<file path="src/rtl/shift_add_mult_seq_if.sv">
// Handshake and operand/result bundle for the sequential shift-add multiplier.
// master drives the request side, slave (the multiplier) drives status and result.
interface shift_add_mult_seq_if #(
  parameter int WIDTH = 8
);
  logic                 Start;
  logic [WIDTH-1:0]     Multiplicand;
  logic [WIDTH-1:0]     Multiplier;
  logic                 Busy;
  logic                 Done;
  logic [2*WIDTH-1:0]   Product;

  modport master (
    output Start, Multiplicand, Multiplier,
    input  Busy, Done, Product
  );

  modport slave (
    input  Start, Multiplicand, Multiplier,
    output Busy, Done, Product
  );
endinterface

</file>
<file path="src/rtl/shift_add_mult_seq.sv">
// Sequential unsigned WIDTH x WIDTH multiplier. One 4-bit adder slice is
// time-shared across the nibbles of the running sum: every multiplier one-bit
// costs NIB add passes plus a shift, every zero-bit costs a single shift.
module shift_add_mult_seq #(
  parameter int WIDTH = 8
) (
  input  logic              Clock,
  input  logic              Reset_n,
  shift_add_mult_seq_if.slave bus
);

  localparam int NIB = WIDTH / 4;
  localparam int NW  = (NIB > 1) ? $clog2(NIB) : 1;
  localparam int BW  = $clog2(WIDTH);

  localparam logic [NW-1:0] NIB_LAST = NW'(NIB - 1);
  localparam logic [BW-1:0] BIT_LAST = BW'(WIDTH - 1);

  localparam logic [1:0] IDLE  = 2'd0;
  localparam logic [1:0] ADD   = 2'd1;
  localparam logic [1:0] SHIFT = 2'd2;
  localparam logic [1:0] DONE  = 2'd3;

  logic [1:0]         state;
  logic [2*WIDTH-1:0] p;        // upper half: running sum, lower half: unconsumed multiplier bits
  logic [WIDTH-1:0]   m;        // latched multiplicand
  logic [NW-1:0]      nib;      // nibble currently fed to the adder slice
  logic [BW-1:0]      bitcnt;   // multiplier bit being retired
  logic               c;        // carry between nibble passes, shifted in as the new MSB
  logic [2*WIDTH-1:0] product;

  logic [3:0]         add_a;
  logic [3:0]         add_b;
  logic [3:0]         add_sum;
  logic               add_co;
  logic [2*WIDTH-1:0] shifted;

  // The single shared 4-bit adder slice: sum nibble nib of P with nibble nib of M.
  always_comb begin
    add_a             = p[WIDTH + 4*int'(nib) +: 4];
    add_b             = m[4*int'(nib) +: 4];
    {add_co, add_sum} = {1'b0, add_a} + {1'b0, add_b} + {4'b0000, c};
  end

  // Right shift of the accumulator with the last adder carry entering at the top.
  assign shifted = {c, p[2*WIDTH-1:1]};

  // Control sequence and datapath registers; reset aborts any operation in flight.
  always_ff @(posedge Clock or negedge Reset_n) begin
    if (!Reset_n) begin
      state   <= IDLE;
      p       <= '0;
      m       <= '0;
      nib     <= '0;
      bitcnt  <= '0;
      c       <= 1'b0;
      product <= '0;
    end else begin
      case (state)
        IDLE: begin
          if (bus.Start) begin
            p      <= {{WIDTH{1'b0}}, bus.Multiplier};
            m      <= bus.Multiplicand;
            nib    <= '0;
            bitcnt <= '0;
            c      <= 1'b0;
            state  <= bus.Multiplier[0] ? ADD : SHIFT;
          end
        end
        ADD: begin
          p[WIDTH + 4*int'(nib) +: 4] <= add_sum;
          c                            <= add_co;
          if (nib == NIB_LAST) begin
            nib   <= '0;
            state <= SHIFT;
          end else begin
            nib <= nib + 1'b1;
          end
        end
        SHIFT: begin
          p <= shifted;
          // Clearing here keeps nibble 0's carry-in at zero for the next add pass.
          c <= 1'b0;
          if (bitcnt == BIT_LAST) begin
            product <= shifted;
            state   <= DONE;
          end else begin
            bitcnt <= bitcnt + 1'b1;
            // p[1] becomes the LSB after this shift, so it picks the next step.
            state  <= p[1] ? ADD : SHIFT;
          end
        end
        DONE: begin
          state <= IDLE;
        end
        default: begin
          state <= IDLE;
        end
      endcase
    end
  end

  // Status is decoded purely from the state register, so no input reaches it combinationally.
  assign bus.Busy    = (state != IDLE);
  assign bus.Done    = (state == DONE);
  assign bus.Product = product;

endmodule
</file>
<file path="src/flat_wrapper.sv">
// flat-port wrapper written by rule: the top's interface ports become plain ports
module shift_add_mult_seq_flat 
#(
  parameter int WIDTH = 8
)
  (Clock, Reset_n, bus_Start, bus_Multiplicand, bus_Multiplier, bus_Busy, bus_Done, bus_Product);
  shift_add_mult_seq_if #(.WIDTH(WIDTH)) bus_i ();
  input  logic Clock;
  input  logic Reset_n;
  input wire logic [$bits(bus_i.Start)-1:0] bus_Start;
  input wire logic [$bits(bus_i.Multiplicand)-1:0] bus_Multiplicand;
  input wire logic [$bits(bus_i.Multiplier)-1:0] bus_Multiplier;
  output wire logic [$bits(bus_i.Busy)-1:0] bus_Busy;
  output wire logic [$bits(bus_i.Done)-1:0] bus_Done;
  output wire logic [$bits(bus_i.Product)-1:0] bus_Product;
  assign bus_i.Start = bus_Start;
  assign bus_i.Multiplicand = bus_Multiplicand;
  assign bus_i.Multiplier = bus_Multiplier;
  assign bus_Busy = bus_i.Busy;
  assign bus_Done = bus_i.Done;
  assign bus_Product = bus_i.Product;
  shift_add_mult_seq #(.WIDTH(WIDTH)) u_core (.Clock(Clock), .Reset_n(Reset_n), .bus(bus_i));
endmodule
</file>
<file path="config.mk">
export PLATFORM = sky130hd
export DESIGN_NAME = shift_add_mult_seq_flat
export DESIGN_NICKNAME = d
export VERILOG_FILES = /design/src/rtl/shift_add_mult_seq_if.sv /design/src/rtl/shift_add_mult_seq.sv /design/src/flat_wrapper.sv
export SDC_FILE = /design/constraint.sdc
export NUM_CORES = 1
export LEC_CHECK = 0
export CAP_MARGIN = 10
export CORE_MARGIN = 2
export CORE_UTILIZATION = 57
export CTS_CLUSTER_DIAMETER = 120
export CTS_CLUSTER_SIZE = 20
export DETAILED_ROUTE_END_ITERATION = 16
export PLACE_DENSITY = 0.83
export SYNTH_ARGS = -nofsm -noshare
export SYNTH_HDL_FRONTEND = slang
export SYNTH_SLANG_ARGS = --single-unit
</file>
<file path="constraint.sdc">
create_clock -name Clock -period 6.6 [get_ports Clock]
set_clock_uncertainty 0.05 [all_clocks]
set_input_delay 1.32 -clock Clock [delete_from_list [all_inputs] [get_ports Clock]]
set_output_delay 1.32 -clock Clock [all_outputs]
set_load 0.02 [all_outputs]
</file>
# Word level (Yosys, flattened, before mapping)
# Index checks and enable logic that the tools add are counted.
dict set report classes {
  add_sub_neg 6
  eq_ne 7
  n_shift 4
  mux 16
  reduce_logical 11
}
# op count
set ops {}
lappend ops {{$pmux 16 s3} 1}
lappend ops {{$neg 32->33} 1}
lappend ops {{$shift 4x33->16 const A} 1}
lappend ops {{$shiftx 4x33->16} 1}
lappend ops {{$shiftx 16x32->4} 1}
lappend ops {{$bwmux 16} 1}
lappend ops {{$mux 16} 1}
lappend ops {{$mux 2} 5}
lappend ops {{$reduce_and 2->1} 5}
lappend ops {{$pmux 2 s4} 1}
lappend ops {{$shiftx 8x4->4} 1}
lappend ops {{$mux 3} 2}
lappend ops {{$pmux 3 s2} 1}
lappend ops {{$reduce_bool 2->1} 3}
lappend ops {{$add 4x3->5 const A} 1}
lappend ops {{$add 4x4->5} 1}
lappend ops {{$add 5x1->5} 1}
lappend ops {{$eq 2x2->1 const B} 2}
lappend ops {{$ne 2x2->1 const B} 2}
lappend ops {{$add 3x1->3 const B} 1}
lappend ops {{$eq 3x3->1 const B} 1}
lappend ops {{$pmux 1 s3} 1}
lappend ops {{$reduce_and 3->1} 1}
lappend ops {{$reduce_bool 3->1} 1}
lappend ops {{other kinds (6)} 7}
dict set report totals {
  reg_bits 47
  output_inout_bits 18
  wordCells 51
}

# Logic depth before layout (Yosys ltp)
# Gate-level depths: netlist of the first run.
dict set report depth {
  depth_word 7
  depth_mapped 9
  ltp_nobuf 7
}

# Worst setup path before layout of the first run
# OpenSTA, ideal clock, no wires.
dict set report synth_path {
  path_kind {register -> register}
  start {register u_core.nib}
  end {register u_core.p[14]}
  setup_time_ns 0.126
  arrival_time_ns 2.424
  required_time_ns 6.424
  setup_slack_ns 4.000
  stages_incl_launch_ff 9
  period_less_slack_ns 2.600
  cell_sequence {dfrtp_1 > clkbuf_1 > buf_2 > mux2_2 > fa_1 > fa_1 > xnor2_1 > nor3_1 > a221o_1}
}
dict set report synth_between {
  elab_chain_len 7
  elab_cells_between_ends 10
  cone_classes {4 x add/sub; 4 x shift; 2 x mux}
}
# item line_no
set synth_rtl {}
lappend synth_rtl {{start: declaration} shift_add_mult_seq.sv:27} ;# logic [NW-1:0] nib;
lappend synth_rtl {{start signal: assignment} shift_add_mult_seq.sv:77} ;# nib <= nib + 1'b1;
lappend synth_rtl {{$add 4x3->5} {shift_add_mult_seq.sv:40, shift_add_mult_seq.sv:71}}
lappend synth_rtl {{$shiftx 16x32->4} shift_add_mult_seq.sv:40} ;# add_a = p[WIDTH + 4*int'(nib) +: 4];
lappend synth_rtl {{$add 4x4->5} shift_add_mult_seq.sv:42} ;# {add_co, add_sum} = {1'b0, add_a} + {1'b0, add_b} + {4'b0000, c};
lappend synth_rtl {{$add 5x1->5} shift_add_mult_seq.sv:42}
lappend synth_rtl {{$shiftx 4x33->16} shift_add_mult_seq.sv:71} ;# p[WIDTH + 4*int'(nib) +: 4] <= add_sum;
lappend synth_rtl {{$bwmux 16 *} shift_add_mult_seq.sv:71}
lappend synth_rtl {{$pmux 16 s3 *} shift_add_mult_seq.sv:59} ;# case (state)
lappend synth_rtl {{end signal: assignment} shift_add_mult_seq.sv:62} ;# p <= {{WIDTH{1'b0}}, bus.Multiplier};
lappend synth_rtl {{end signal: indexed assignment} shift_add_mult_seq.sv:71}
lappend synth_rtl {{end signal: assignment} shift_add_mult_seq.sv:81} ;# p <= shifted;
lappend synth_rtl {{end: declaration} shift_add_mult_seq.sv:25} ;# logic [2*WIDTH-1:0] p;
# Mark *: on every way between the ends. The rest lies on a longest branch, timed or not.
# A chain may end at the register's enable or synchronous reset.

# Worst setup path after layout of the first run
dict set report layout_path {
  start {register u_core.state[0]}
  end {output port bus_Busy}
}
dict set report layout_between {
  elab_chain_len 1
}
# item line_no
set layout_rtl {}
lappend layout_rtl {{start: declaration} shift_add_mult_seq.sv:24} ;# logic [1:0] state;
lappend layout_rtl {{start signal: assignment} shift_add_mult_seq.sv:67} ;# state <= bus.Multiplier[0] ? ADD : SHIFT;
lappend layout_rtl {{start signal: assignment} shift_add_mult_seq.sv:90} ;# state <= p[1] ? ADD : SHIFT;
lappend layout_rtl {{$reduce_bool 2->1} shift_add_mult_seq.sv:104} ;# assign bus.Busy = (state != IDLE);
lappend layout_rtl {{end: declaration} flat_wrapper.sv:13} ;# output wire logic [$bits(bus_i.Busy)-1:0] bus_Busy;
# Every way passes these cells.

==> impl_metrics.env, run 1 <==
export IMPL_status="complete, no violations"
export IMPL_final_hold_violation_count=0
export IMPL_cts_htree_levels=2
export IMPL_maxSlewHeadroom_pct=34.83
export IMPL_maxCapViolCount=0
export IMPL_regToRegSetupSlack_ns=3.87
export IMPL_ys_ff_latch=46
export IMPL_n_fill_cell=285
export IMPL_min_to="u_core.m[6]"
export IMPL_ctsResizeCount=0
export IMPL_avgSynthCellArea_um2=11.58
export IMPL_syn_inst=201
export IMPL_die_y_um=67.92
export IMPL_start_util_pct=58.63
export IMPL_core_um2=3971
export IMPL_start_kind="register"
export IMPL_leakagePower_nw=1.313
export IMPL_hpwlAfterDp_um=3224
export IMPL_regArea_um2=1151
export IMPL_die_w_um=67.92
export IMPL_rr_endpoint="u_core.p[10]"
export IMPL_synth_edf_count=0
export IMPL_cts_max_path_buffers=2
export IMPL_ant_nets=0
export IMPL_setup_tns_ns=0
export IMPL_worst_setup_path_end_kind="output port"
export IMPL_multiInputGateArea_um2=1114
export IMPL_power_density_nw_per_um2=415.1
export IMPL_wirelength_um=4547
export IMPL_drive_gt1_share_pct=18.64
export IMPL_cp_cell_sequence="inv_1 -> ha_1 -> inv_1 -> clkdlybuf4s50_1"
export IMPL_pin_count=37
export IMPL_avgRoutedWirePerCell_um=15.90
export IMPL_place_congestion=0.8664
export IMPL_dieArea_um2=4612
export IMPL_crit_slowest_cell="clkdlybuf4s50_1"
export IMPL_post_cts_buffers=0
export IMPL_cts_clk_slew_worst_paths_ns=0.08
export IMPL_clock_fmax_ghz=0.3225
export IMPL_critPathRequiredTime_ns=5.23
export IMPL_vias_per_cell=5.815
export IMPL_holdBufCountCts=0
export IMPL_drtIter0Drc=145
export IMPL_slowest_delay_ns=0.59
export IMPL_cts_root_buf="clkbuf_8"
export IMPL_fin_crit_sh_pct=46.98
export IMPL_crit_reg2reg_launch="u_core.nib"
export IMPL_tightest_slew_ns=0.9775
export IMPL_peakVddDrop_v=0.0002278
export IMPL_grt_remaining_overflow=0
export IMPL_clkLatencyLatePin_ns=0.29
export IMPL_worstSetupPathType="register to output port"
export IMPL_path_buf_inv=3
export IMPL_grt_pass1_vias=1598
export IMPL_synth_top_cell_area_share_pct=49.44
export IMPL_cpMostUsedCell="inv_1"
export IMPL_vias=1663
export IMPL_tritoncts="done"
export IMPL_switching_share_pct=39.11
export IMPL_period_minus_slack_ns=3.101
export IMPL_finalSetupViolations=0
export IMPL_grt_max_degree=47
export IMPL_power_frac_comb_pct=44.5
export IMPL_yosys_top_cells_count="dfrtp_1 (46), mux2_2 (32), nand2_1 (27)"
export IMPL_fin_util_pct=70.67
export IMPL_synth_area_leaders="dfrtp_1 (49%), mux2_2 (15%), ha_1 (5.9%)"
export IMPL_firstDrtPassIters=4
export IMPL_async_reset_ff_share_pct=100.0
export IMPL_reg2reg_depth=7
export IMPL_yosys_warnings=0
export IMPL_syn_to_final_growth_pct=20.53
export IMPL_finalNetCount=267
export IMPL_p_seq_share_pct=38.1
export IMPL_yosysMostFrequentCell="dfrtp_1"
export IMPL_cp_top_family="buffers and inverters"
export IMPL_diodes=0
export IMPL_port_buffers=36
export IMPL_min_delay_start="u_core.m[6]"
export IMPL_drv_slew=0
export IMPL_synth_cell_types=35
export IMPL_min_delay_path_class="register to register"
export IMPL_p_clk_share_pct=17.5
export IMPL_globalRouteTotalUtil_pct=21.78
export IMPL_synth_nets=233
export IMPL_grt_pass1_wl_um=7445
export IMPL_post_synth_top_area_cell="dfrtp_1"
export IMPL_path_max_fanout=6
export IMPL_yosysSeqAreaShare_pct=49.44
export IMPL_intPower_mw=0.7094
export IMPL_rsz0062_at_grt="false"
export IMPL_antenna_found_initial=0
export IMPL_switchingPower_mw=0.4556
export IMPL_ys_flop_type="dfrtp_1"
export IMPL_drcViolationCount=0
export IMPL_rows=23
export IMPL_critPathArrivalTime_ns=1.73
export IMPL_numCtsBuffers=5
export IMPL_cts_num_sinks=46
export IMPL_hold_depth=1
export IMPL_netlist_area_um2=2328
[cell families after synthesis]
family	after synthesis	share of synthesized area [%]
mux	32	15.48
buf+inv	13	2.740
fa+ha+maj	13	7.630
compound gates	44	13.00
xor+xnor	2	0.7524
simple gates	51	10.96
flops	46	49.44
[how the worst max path moves through the flow]
stage                    startpoint            to  slack (ns)  cells after the start
floorplan                u_core.nib  u_core.p[14]        4.00                      8
global placement          bus_Start  u_core.p[15]        3.69                      5
detailed placement        bus_Start  u_core.p[15]        3.63                      5
CTS                 u_core.state[0]      bus_Busy        3.50                      4
global route        u_core.state[1]      bus_Busy        3.40                      4
finish              u_core.state[0]      bus_Busy        3.50                      4
[routing by layer]
layer,global-route usage (%),vias to the layer above,wire [um]
met4,7.750,0,34
met5,0,-,0
met1,28.48,814,1980
met3,4.276,4,261
li1,-,787,-
met2,36.15,58,2270
[power groups by stage]
stage	Sequential [mW]	Clock [mW]	Combinational, mW
floorplan	0.421	0	0.409
finish	0.444	0.203	0.518
CTS	0.442	0.206	0.519
global route	0.457	0.223	0.577
detailed placement	0.447	0	0.514
global placement	0.444	0	0.499
[through the flow]
stage / cell area, um2 / instances / setup slack (ns) / total power, mW / hold WS (ns)
4_1_cts: 2806 / 286 / 3.497 / 1.167 / 0.4572
2_1_floorplan: 2328 / 201 / 4.000 / 0.8303 / 0.4073
3_3_place_gp: 2698 / 278 / 3.691 / 0.9432 / 0.4320
6_report: 2806 / 286 / 3.499 / 1.165 / 0.4531
5_1_grt: 2806 / 286 / 3.403 / 1.256 / 0.4690
3_5_place_dp: 2698 / 278 / 3.633 / 0.9610 / 0.4373
[flip-flops by register name (all words and copies together), names as in the netlist]
signal              cells
u_core.m                8
u_core.p               15
u_core.nib              1
u_core.bitcnt           3
u_core.bus.Product     16
u_core.c                1
u_core.state            2
[layout make-up]
| type | instances | share of cell area, % |
|---|---|---|
| clock inverters | 3 | 1.427 |
| repair buffers | 36 | 12.66 |
| clock buffers | 5 | 2.452 |
| well taps | 50 | 2.229 |
| inverters | 4 | 0.5350 |
| multi-input cells | 142 | 39.68 |
| flip-flops and latches | 46 | 41.02 |
[cell usage in the layout (no fill, tap or decap), types with 5 or more instances in the layout]
| cell type | instances |
|---|---|
| nand2_1 | 27 |
| a22o_1 | 5 |
| a22oi_1 | 8 |
| clkdlybuf4s50_1 | 35 |
| o21ai_0 | 11 |
| ha_1 | 11 |
| dfrtp_1 | 46 |
| mux2_2 | 32 |
| clkbuf_8 | 5 |
| a21o_1 | 5 |
Power figures use the tool's default switching activity.
==> run 2: changes to the inputs <==
--- a/config.mk
+++ b/config.mk
@@ -7,11 +7,11 @@
 export LEC_CHECK = 0
 export CAP_MARGIN = 10
 export CORE_MARGIN = 2
-export CORE_UTILIZATION = 57
+export CORE_UTILIZATION = 53
 export CTS_CLUSTER_DIAMETER = 120
 export CTS_CLUSTER_SIZE = 20
 export DETAILED_ROUTE_END_ITERATION = 16
-export PLACE_DENSITY = 0.83
+export PLACE_DENSITY = 0.78
 export SYNTH_ARGS = -nofsm -noshare
 export SYNTH_HDL_FRONTEND = slang
 export SYNTH_SLANG_ARGS = --single-unit
==> constraint.sdc (replaced) <==
create_clock -name Clock -period 2.9 [get_ports Clock]
set_clock_uncertainty 0.05 [all_clocks]
set_input_delay 0.58 -clock Clock [delete_from_list [all_inputs] [get_ports Clock]]
set_output_delay 0.58 -clock Clock [all_outputs]
set_load 0.02 [all_outputs]
==> run 2 against run 1 <==
  * Combinational power increased by 130%
  * Critical path depth unchanged
  * Clock power up 100%
  * Cell count is 2.1% higher
  * Worst hold slack got worse by 0.31 ns
  * Power increased by 120%
  * Die area grew 7.1%
  * Non-clock buffer count grew 4
  * Sequential share of layout area decreased by 0.25 points
  * Via count shrank 0.24%
  * Utilization fell by 4.9 points
  * Sequential cell count did not move
==> impl_metrics.env, run 2 (synthesis results as in run 1) <==
export IMPL_leakagePower_nw=1.319
export IMPL_period_minus_slack_ns=2.379
export IMPL_largest_reg_flops=16
export IMPL_post_dp_cell_area_um2=2730
export IMPL_antenna_found_initial=0
export IMPL_grt_pass1_wl_um=7755
export IMPL_fin_total_pwr_mw=2.601
export IMPL_setup_tns_ns=0
export IMPL_clkLatencyLatePin_ns=0.31
export IMPL_status="complete, no violations"
export IMPL_rsz0062_at_grt="false"
export IMPL_firstDrtPassIters=4
export IMPL_dieArea_um2=4939
export IMPL_finalSetupViolations=0
export IMPL_cts_clk_slew_worst_paths_ns=0.09
export IMPL_switchingPower_mw=1.056
export IMPL_cts_htree_levels=2
export IMPL_cp_cell_sequence="inv_1 -> ha_1 -> inv_1 -> clkdlybuf4s50_1"
export IMPL_switching_share_pct=40.60
export IMPL_syn_to_final_growth_pct=21.28
export IMPL_die_y_um=70.28
export IMPL_place_congestion=0.9024
export IMPL_rows=24
export IMPL_drcViolationCount=0
export IMPL_layout_common_cells="dfrtp_1 (46), clkdlybuf4s50_1 (35), mux2_2 (32)"
export IMPL_vias_per_cell=5.682
export IMPL_grt_remaining_overflow=0
export IMPL_final_common_cell="dfrtp_1"
export IMPL_avgRoutedWirePerCell_um=15.54
export IMPL_pin_count=37
export IMPL_reg2reg_depth=7
export IMPL_power_frac_comb_pct=46.3
export IMPL_vias=1659
export IMPL_maxSlewHeadroom_pct=70.80
export IMPL_slowest_delay_ns=0.59
export IMPL_tritoncts="done"
export IMPL_tightest_slew_ns=0.4347
export IMPL_clock_fmax_ghz=0.4204
export IMPL_final_hold_violation_count=0
export IMPL_numCtsBuffers=5
export IMPL_crit_slowest_cell="clkdlybuf4s50_1"
export IMPL_cts_max_path_buffers=2
export IMPL_final_area_um2=2824
export IMPL_ctsResizeCount=0
export IMPL_critPathArrivalTime_ns=1.75
export IMPL_start_util_pct=54.22
export IMPL_finalNetCount=271
export IMPL_cts_num_sinks=46
export IMPL_worst_setup_path_end_kind="output port"
export IMPL_diodes=0
export IMPL_start_kind="register"
export IMPL_drive_gt1_share_pct=20.00
export IMPL_ant_nets=0
export IMPL_drv_slew=0
export IMPL_core_um2=4294
export IMPL_grt_max_degree=30
export IMPL_min_delay_path_class="input port to asynchronous set/reset pin"
export IMPL_cpMostUsedCell="inv_1"
export IMPL_worstSetupPathType="register to output port"
export IMPL_path_max_fanout=6
export IMPL_power_density_nw_per_um2=921.2
export IMPL_p_seq_share_pct=37.8
export IMPL_critPathRequiredTime_ns=2.27
export IMPL_post_cts_buffers=0
export IMPL_die_w_um=70.28
export IMPL_drtIter0Drc=114
export IMPL_wirelength_um=4539
export IMPL_port_buffers=36
export IMPL_holdBufCountCts=0
export IMPL_cts_root_buf="clkbuf_8"
export IMPL_fin_crit_sh_pct=82.02
export IMPL_peakVddDrop_v=0.0003990
export IMPL_maxCapViolCount=0
export IMPL_globalRouteTotalUtil_pct=19.85
export IMPL_p_clk_share_pct=15.9
export IMPL_grt_pass1_vias=1675
export IMPL_hpwlAfterDp_um=3334
export IMPL_intPower_mw=1.545
[run 2: cell types whose count changed in the layout (fill, tap and decap cells not counted)]
cell and delta:
buf_4 +4, clkinv_2 -2, bufinv_16 -1, clkinv_4 +1, clkinvlp_4 +1, inv_6 +1
[run 2: through the flow]
stage	util (%)	setup WS (ns)	instances	hold slack, ns
2_1_floorplan	-	0.3002	201	0.2344
3_3_place_gp	63.58	0.6300	284	0.4307
4_1_cts	65.76	0.5024	292	0.1573
5_1_grt	65.76	0.4010	292	0.1706
6_report	65.76	0.5215	292	0.1472
3_5_place_dp	63.58	0.5832	284	0.4312
[run 2: final cells by class]
cell class	instances	area, um2
Fill cell	381	1470
Sequential cell	46	1151
Timing Repair Buffer	40	385.4
Tap cell	52	65.06
Multi-Input combinational cell	142	1114
Clock buffer	5	68.82
Inverter	4	15.01
Clock inverter	3	25.02
[run 2: worst max-delay path: cells and delay by family (launching register included)]
| family | cells | cell delay (ns) |
|---|---|---|
| buffers and inverters | 3 | 0.76 |
| flip-flops | 1 | 0.43 |
| adder cells (fa/ha/maj) | 1 | 0.25 |
[run 2: final timing paths]
path | slack, ns | to | from
min in group Clock | 0.45 | u_core.p[3] | u_core.p[4]
max in group asynchronous | 1.94 | u_core.bus.Product[11] | Reset_n
setup / recovery | 0.52 | bus_Busy | u_core.state[1]
setup reg to reg | 0.56 | u_core.p[10] | u_core.nib
hold / removal | 0.15 | u_core.bitcnt[2] | Reset_n
hold reg to reg | 0.45 | u_core.p[3] | u_core.p[4]
[run 2: routing by layer]
metal	GRT usage (%)	share of wire [%]	vias to the layer above
met4	7.051	1.3	0
met5	0	0	-
met3	4.906	4.8	6
met2	32.49	51	42
li1	-	-	798
met1	25.59	43	813
[run 2: power groups by stage]
stage | registers, mW | clock network [mW] | logic, mW
6_report | 0.983 | 0.413 | 1.21
5_1_grt | 1.01 | 0.451 | 1.34
4_1_cts | 0.986 | 0.420 | 1.22
3_5_place_dp | 0.998 | 0 | 1.21
3_3_place_gp | 0.988 | 0 | 1.18
2_1_floorplan | 0.958 | 0 | 0.932
==> run 3: changes to the inputs <==
==> constraint.sdc (replaced) <==
create_clock -name Clock -period 2.2 [get_ports Clock]
set_clock_uncertainty 0.05 [all_clocks]
set_input_delay 0.44 -clock Clock [delete_from_list [all_inputs] [get_ports Clock]]
set_output_delay 0.44 -clock Clock [all_outputs]
set_load 0.02 [all_outputs]
==> run 3 against run 2 <==
  * Combinational power grew 43%
  * Cell count grew 2.4%
  * Die area is the same
  * Global-route usage grew 0.080 points
  * Clock power grew 31%
  * Power grew 37%
  * First-iteration DRC count grew 11%
  * Sequential power grew 31%
  * Worst hold slack lost 0.11 ns
  * Clock-buffer cell count is the same
  * Cell area grew 3.1%
  * Non-clock buffer count grew 7
==> impl_metrics.env, run 3 (synthesis results as in run 1) <==
export IMPL_path_buf_inv=0
export IMPL_dieArea_um2=4939
export IMPL_final_common_cell="dfrtp_1"
export IMPL_n_fill_cell=345
export IMPL_cp_top_family="adder cells"
export IMPL_hold_ws_ns=0.03737
export IMPL_leakagePower_nw=1.368
export IMPL_worst_path_stages=6
export IMPL_use_met1_pct=26.33
export IMPL_maxCapViolCount=0
export IMPL_rows=24
export IMPL_cp_cell_sequence="mux2_4 -> fa_2 -> fa_2 -> xnor2_2 -> nor3_1 -> a221o_1"
export IMPL_use_met3_pct=4.906
export IMPL_worstSetupPathType="register to register"
export IMPL_setup_slack_ns=0.01099
export IMPL_fin_total_pwr_mw=3.560
export IMPL_start_util_pct=54.22
export IMPL_port_buffers=36
export IMPL_avgRoutedWirePerCell_um=15.14
export IMPL_grt_pass1_vias=1612
export IMPL_cts_root_buf="clkbuf_8"
export IMPL_fin_crit_sh_pct=99.50
export IMPL_cts_num_sinks=46
export IMPL_finalSetupViolations=0
export IMPL_drv_slew=0
export IMPL_layout_common_cells="dfrtp_1 (45), clkdlybuf4s50_1 (34), mux2_2 (30)"
export IMPL_drtIter0Drc=126
export IMPL_die_w_um=70.28
export IMPL_period_minus_slack_ns=2.189
export IMPL_clock_fmax_ghz=0.4568
export IMPL_fin_util_pct=67.83
export IMPL_crit_slowest_cell="dfrtp_2"
export IMPL_multiInputGateArea_um2=1134
export IMPL_ant_nets=0
export IMPL_place_ws_ns=-0.008411
export IMPL_use_met2_pct=32.29
export IMPL_cts_htree_levels=2
export IMPL_antenna_found_initial=0
export IMPL_final_hold_violation_count=0
export IMPL_worst_setup_path_end_kind="register"
export IMPL_clkLatencyLatePin_ns=0.32
export IMPL_cpMostUsedCell="fa_2"
export IMPL_globalRouteTotalUtil_pct=19.93
export IMPL_busiest_layer="met2"
export IMPL_vias=1700
export IMPL_syn_to_final_growth_pct=25.09
export IMPL_die_y_um=70.28
export IMPL_tritoncts="done"
export IMPL_tightest_slew_ns=0.5196
export IMPL_drcViolationCount=0
export IMPL_critPathLaunch="u_core.nib"
export IMPL_vias_per_cell=5.686
export IMPL_endpoint="u_core.p[14]"
export IMPL_maxSlewHeadroom_pct=65.36
export IMPL_cts_max_path_buffers=2
export IMPL_place_congestion=0.8797
export IMPL_grt_max_degree=24
export IMPL_holdBufCountCts=0
export IMPL_grt_remaining_overflow=0
export IMPL_largest_reg_flops=16
export IMPL_drive_gt1_share_pct=23.89
export IMPL_slowest_delay_ns=0.45
export IMPL_firstDrtPassIters=4
export IMPL_regArea_um2=1152
export IMPL_hpwlAfterDp_um=3377
export IMPL_rr_endpoint="u_core.p[14]"
export IMPL_status="complete, no violations"
export IMPL_diodes=0
export IMPL_power_density_nw_per_um2=1222
export IMPL_finalNetCount=278
export IMPL_reg2reg_depth=6
export IMPL_critPathRequiredTime_ns=2.36
export IMPL_cts_clk_slew_worst_paths_ns=0.10
export IMPL_regToRegSetupSlack_ns=0.01
export IMPL_core_um2=4294
export IMPL_rsz0062_at_grt="true"
export IMPL_peakVddDrop_v=0.0006614
export IMPL_path_max_fanout=4
export IMPL_min_delay_path_class="input port to asynchronous set/reset pin"
export IMPL_wirelength_um=4527
export IMPL_pin_count=37
export IMPL_numCtsBuffers=5
export IMPL_crit_reg2reg_launch="u_core.nib"
export IMPL_start_kind="register"
export IMPL_critPathArrivalTime_ns=2.35
export IMPL_grt_pass1_wl_um=7734
run 3: cell count changes in the layout (fill, tap and decap cells not counted), sizes merged:
cell	change
clkdlybuf4s50	-1
dlygate4sd2	+1
buf	+7
run 3: cell type report:
type                    instances  area share [%]
repair buffers                 47           15.55
multi-input cells             142           38.92
inverters                       4          0.5155
clock buffers                   5           2.363
well taps                      52           2.234
clock inverters                 3          0.8591
flip-flops and latches         46           39.56
run 3: through the flow:
stage / setup TNS, ns / instance area, um2 / std cells
after CTS: -0.03832 / 2893 / 299
final: 0 / 2913 / 299
after floorplan: -0.2039 / 2350 / 201
after global placement: 0 / 2800 / 291
after detailed placement: -0.01066 / 2800 / 291
after global routing: -0.2705 / 2913 / 299
run 3: worst min path at each step:
stage                 start                     to  slack [ns]  depth (start not counted)
floorplan           Reset_n       u_core.bitcnt[0]        0.09                          0
global placement    Reset_n       u_core.bitcnt[2]        0.40                          1
detailed placement  Reset_n       u_core.bitcnt[2]        0.40                          1
CTS                 Reset_n  u_core.bus.Product[2]        0.05                          1
global route        Reset_n  u_core.bus.Product[3]        0.07                          1
finish              Reset_n  u_core.bus.Product[2]        0.04                          1
run 3: power by group:
part,total [mW],leakage [nW],switching (mW),internal [mW]
clock,0.543,0.0447,0.313,0.230
sequential,1.29,0.607,0.194,1.10
combinational,1.73,0.716,0.924,0.803
total,3.56,1.37,1.43,2.13
run 3: worst reg2reg max path: cells and delay by family (launching register included):
kind / cells / cell delay (ns)
mux: 1 / 0.32
xor+xnor: 1 / 0.16
flops: 1 / 0.45
compound gates: 1 / 0.27
fa+ha+maj: 2 / 0.77
simple gates: 1 / 0.07
run 3: timing repair:
action / CTS / global route
resized for setup: 1 / 6
setup buffers: 0 / 0
pin swaps: 0 / 5
endpoints found under the setup margin: 4 / 4
run 3: metal layers:
layer  up-vias  wire length, um
met2        46             2205
met5         -                0
li1        814                -
met3         7              229
met1       833             2021
met4         0               70
